## src/rtl/neuron_nin_pipe.sv

```systemverilog
// Event-driven integrate-and-fire neuron: per-channel decaying traces, a two-stage
// multiply/accumulate pipeline, and an ACTIVE/REFRACT firing controller.
module neuron_nin_pipe #(
    parameter int P_N            = 8,
    parameter int P_IW           = 9,
    parameter int P_WW           = 9,
    parameter int P_DECAY_SHIFT  = 4,
    parameter int P_REFRACT      = 8,
    parameter int P_CLR_ON_SPIKE = 0,
    localparam int SW            = P_IW + P_WW + $clog2(P_N)
) (
    input  logic                  i_clk,
    input  logic                  i_rst,
    input  logic [P_N-1:0]        i_event,
    input  logic [P_N*P_WW-1:0]   i_weight,
    input  logic [SW-1:0]         i_threshold,
    input  logic                  i_spike,
    output logic [P_N*P_IW-1:0]   o_tr,
    output logic [SW-1:0]         o_sum,
    output logic [SW-1:0]         o_lv,
    output logic                  o_spike,
    output logic                  o_refractory
);

    localparam int PW = P_IW + P_WW;
    localparam int CW = $clog2(P_REFRACT + 1);
    localparam logic [0:0] ACTIVE  = 1'b0;
    localparam logic [0:0] REFRACT = 1'b1;

    logic [P_IW-1:0] tr_r     [P_N];
    logic [P_IW-1:0] tr_nxt_s [P_N];
    logic [PW-1:0]   prod_r   [P_N];
    logic [SW-1:0]   sum_s;
    logic [SW-1:0]   sum_r;
    logic [SW-1:0]   lv_r;
    logic            spike_r;
    logic [0:0]      state_r;
    logic [CW-1:0]   cnt_r;
    logic            fire_s;
    logic            clr_s;

    // Strict comparison: a sum equal to the threshold never fires.
    assign fire_s = (state_r == ACTIVE) && (sum_r > i_threshold);
    assign clr_s  = (P_CLR_ON_SPIKE != 0) && fire_s;

    // Next trace per channel; a fresh event outranks both decay and spike-clear.
    always_comb begin
        logic [P_IW-1:0] dec;
        for (int k = 0; k < P_N; k++) begin
            dec = tr_r[k] >> P_DECAY_SHIFT;
            if (dec == '0) begin
                dec = {{(P_IW-1){1'b0}}, 1'b1};
            end else begin
                dec = dec;
            end
            if (i_event[k]) begin
                tr_nxt_s[k] = {P_IW{1'b1}};
            end else if (clr_s) begin
                tr_nxt_s[k] = '0;
            end else if (tr_r[k] != '0) begin
                tr_nxt_s[k] = tr_r[k] - dec;
            end else begin
                tr_nxt_s[k] = '0;
            end
        end
    end

    // Adder tree over the registered products; SW leaves room for every carry.
    always_comb begin
        sum_s = '0;
        for (int k = 0; k < P_N; k++) begin
            sum_s = sum_s + SW'(prod_r[k]);
        end
    end

    // Pack traces onto the flat output bus.
    always_comb begin
        o_tr = '0;
        for (int k = 0; k < P_N; k++) begin
            o_tr[k*P_IW +: P_IW] = tr_r[k];
        end
    end

    // Traces, product stage, and sum stage.
    always_ff @(posedge i_clk) begin
        if (i_rst) begin
            for (int k = 0; k < P_N; k++) begin
                tr_r[k]   <= '0;
                prod_r[k] <= '0;
            end
            sum_r <= '0;
        end else begin
            for (int k = 0; k < P_N; k++) begin
                tr_r[k]   <= tr_nxt_s[k];
                prod_r[k] <= PW'(tr_r[k]) * PW'(i_weight[k*P_WW +: P_WW]);
            end
            sum_r <= sum_s;
        end
    end

    // Firing controller: refractory down-counter, spike pulse, latched value.
    always_ff @(posedge i_clk) begin
        if (i_rst) begin
            state_r <= ACTIVE;
            cnt_r   <= '0;
            spike_r <= 1'b0;
            lv_r    <= '0;
        end else begin
            spike_r <= fire_s;
            if (fire_s || i_spike) begin
                lv_r <= sum_r;
            end else begin
                lv_r <= lv_r;
            end
            case (state_r)
                ACTIVE: begin
                    if (fire_s) begin
                        state_r <= REFRACT;
                        cnt_r   <= CW'(P_REFRACT);
                    end else begin
                        state_r <= ACTIVE;
                        cnt_r   <= '0;
                    end
                end
                REFRACT: begin
                    if (cnt_r <= CW'(1)) begin
                        state_r <= ACTIVE;
                        cnt_r   <= '0;
                    end else begin
                        state_r <= REFRACT;
                        cnt_r   <= cnt_r - CW'(1);
                    end
                end
                default: begin
                    state_r <= ACTIVE;
                    cnt_r   <= '0;
                end
            endcase
        end
    end

    assign o_sum        = sum_r;
    assign o_lv         = lv_r;
    assign o_spike      = spike_r;
    assign o_refractory = (state_r == REFRACT);

endmodule
```

## config.mk

```make
export PLATFORM = sky130hd
export DESIGN_NAME = neuron_nin_pipe
export DESIGN_NICKNAME = d
export VERILOG_FILES = /design/src/rtl/neuron_nin_pipe.sv
export SDC_FILE = /design/constraint.sdc
export NUM_CORES = 2
export LEC_CHECK = 0
export CORE_MARGIN = 8
export CORE_UTILIZATION = 39
export DETAILED_ROUTE_END_ITERATION = 6
export SLEW_MARGIN = 20
export SYNTH_ARGS = -nofsm -noshare
export SYNTH_HDL_FRONTEND = slang
export SYNTH_SLANG_ARGS = --single-unit
```

## constraint.sdc

```tcl
create_clock -name i_clk -period 5.2 [get_ports i_clk]
set_input_delay 0.78 -clock i_clk [delete_from_list [all_inputs] [get_ports i_clk]]
set_output_delay 0.78 -clock i_clk [all_outputs]
set_load 0.1 [all_outputs]
```

==> flow_summary.yaml <==
run_status:
  outcome: "completed"
route:
  viasPerCell: 4.80
  dr.pass1.iters: 5
  wl_per_cell_um: 15.5
  wl_um: 86000
  vias: 26700
  drc: 0
  ant_nets: 0
  drtIter0Drc: 1241
sta:
  worst_slew_pin_slew_ns: 1.07
  clock.fmax_ghz: 0.203
  setup_viol: 0
  hold_viol_final: 0
  fin_skew_ns: 0.0224
  rsz0062_at_grt: "no"
  maxSlewViolCount: 0
  timing.final.crit_share: 0.946
  relSlewSlack: 0.282
  min_period_ns: 4.92
flow_run:
  drv_cap: 0
synth:
  yosysTopAreaCell: "fa_1"
  synthTopCellsByCount: "inv_1 (909), fa_1 (515), nand2_1 (467)"
  ys_seq_elements: 264
  postSynthCellCount: 4051
  synth.most_common_cell: "inv_1"
  synth_nets: 5058
  ys_warn_count: 0
  netlist_top_cells_area: "fa_1 (30%), dfxtp_1 (15%), ha_1 (14%), inv_1 (9.8%), nand2_1 (5.1%)"
  seq_area_frac_synth: 0.152
  synth_ff_type: "dfxtp_1"
  synth_cell_types: 58
  syn_area_um2: 34700
  async_flop_share: 0
  synth_edf_count: 0
  syn_avg_cell_area_um2: 8.56
  synth_top_area_frac: 0.297
worst_setup_path:
  crit_path_end_kind: "flip-flop"
  cp.arrival_ns: 5.36
  crit_top_cell: "fa_1"
  r2r_cells: 16
  cp.required_ns: 5.64
  path_max_fanout: 5
  path_class: "in2reg"
  cpPeakStageDelay_ns: 0.59
  startpoint_type: "input port"
  critical_path.slowest_cell: "clkdlybuf4s50_1"
  path_cells: "clkdlybuf4s50_1, nand2_1, fa_1, fa_1, inv_1, fa_1, inv_1, fa_1, inv_1, ha_1, a211o_1, or2_2, a311oi_2, buf_4, o41ai_1, mux2_2"
clock_tree:
  root_buffer: "clkbuf_16"
  htreeDepth: 2
  cts_tree: "yes"
  cts_buffers: 35
  clock-sinks: 264
  cts.path.max_buffers: 3
  path_clk_slew_ns: 0.06
  insertion_delay_ns: 0.56
  postCtsHoldBufs: 0
finish:
  final_area_um2: 40500
  fill_cells: 8658
  areaGrowthSynthToFinish_pct: 16.8
  num_antenna_cells: 0
  drive_gt1_frac: 0.0752
  fin_nets: 5371
hold_path:
  holdCritPathClass: "reg2reg"
  hold-path-cell-count: 2
floorplan:
  core_um2: 88200
  die_w_um: 314
  die_y_um: 314
  num_io_pins: 220
  start_util: 0.393
  die-area_um2: 98700
  num_rows: 109
global_routing:
  grt_pass1_wl_um: 144000
  grt_max_degree: 69
  grt_use_total: 0.176
  antenna_found_initial: 1
  grt_overflow: 0
  first_global_vias: 27900
placement:
  placed_area_um2: 39400
  gp_congestion: 0.854
  port_buffers: 219
  dp_hpwl_um: 71100
[through the flow]
step	worst slack, ns	cells	setup TNS [ns]	utilization	hold slack (ns)
global placement	-0.409	5492	-2.88	0.446	0.444
global route	0.0988	5552	0	0.459	0.477
detailed placement	-0.458	5492	-3.95	0.446	0.451
CTS	0.125	5552	0	0.459	0.460
finish	0.280	5552	0	0.459	0.456
floorplan	-0.00177	4051	-0.00177	-	0.430
[what timing repair did]
item,CTS,global route
resized for setup,0,2
setup buffers,0,0
setup endpoints to repair,0,3
hold endpoints to repair,0,0
[metal layers]
layer	wire length (um)	global-route usage	share of wire
met5	0	0	0
met4	1550	0.0372	0.018
met3	3030	0.0209	0.035
met2	40000	0.292	0.46
met1	41400	0.246	0.48
[area by class of cell]
type / instances / area [um^2] / share of cell area
well taps: 1165 / 1460 / 0.0360
inverters: 909 / 3410 / 0.0842
flip-flops and latches: 264 / 5290 / 0.131
repair buffers: 439 / 3850 / 0.0950
clock inverters: 18 / 175 / 0.00432
multi-input cells: 2715 / 25400 / 0.626
clock buffers: 42 / 963 / 0.0238
[worst max-delay path, delay by kind of cell]
family                     cells  cell delay [ns]
adders and majority gates      5             2.30
buffers and inverters          5             0.91
AOI/OAI and AO/OA              3             0.69
and+or+nand+nor                2             0.41
muxes                          1             0.27
[sequential cells by signal, indices dropped and copies added (netlist names)]
register and flops:
o_sum 21, cnt_r 4, o_spike 1, tr_r 72, o_lv 21, prod_r 144
o_refractory 1
[kinds of logic after synthesis]
kind of cell | Yosys count | synth area share
AOI/OAI and AO/OA | 443 | 0.0841
xor gates and xnor gates | 79 | 0.0200
and+or+nand+nor | 1241 | 0.175
muxes | 49 | 0.0149
DFF | 264 | 0.152
buffers and inverters | 1072 | 0.116
adders and majority gates | 903 | 0.437
[final timing paths]
check	from	endpoint	slack, ns
min reg2reg	o_lv[9]	o_lv[9]	0.46
max reg2reg	tr_r[1][33]	prod_r[1][64]	0.48
min	o_lv[9]	o_lv[9]	0.46
max	i_weight[40]	prod_r[1][17]	0.28
[layout by cell type (no fill, tap or decap), drive strengths merged, types with 7 or more instances in the layout]
| master | instances |
|---|---|
| and3 | 15 |
| or2 | 13 |
| a21oi | 128 |
| xor2 | 37 |
| a21boi | 13 |
| inv | 914 |
| o21ai | 76 |
| mux2 | 21 |
| xnor2 | 42 |
| o21a | 47 |
| a221oi | 16 |
| a31oi | 7 |
| o21bai | 16 |
| a21o | 54 |
| fa | 515 |
| nand2b | 9 |
| nand3b | 7 |
| dfxtp | 264 |
| nor2 | 203 |
| nor2b | 83 |
| clkdlybuf4s50 | 217 |
| nand2 | 467 |
| nor3b | 20 |
| nor4 | 21 |
| a211oi | 23 |
| clkinv | 8 |
| and2 | 280 |
| buf | 220 |
| mux2i | 28 |
| nor3 | 69 |
| ha | 388 |
| nor4b | 13 |
| o211ai | 7 |
| nand3 | 20 |
| clkbuf | 43 |
Power is not shown: default switching activity piles up to over one toggle a cycle in this logic, so the estimate is an artifact.
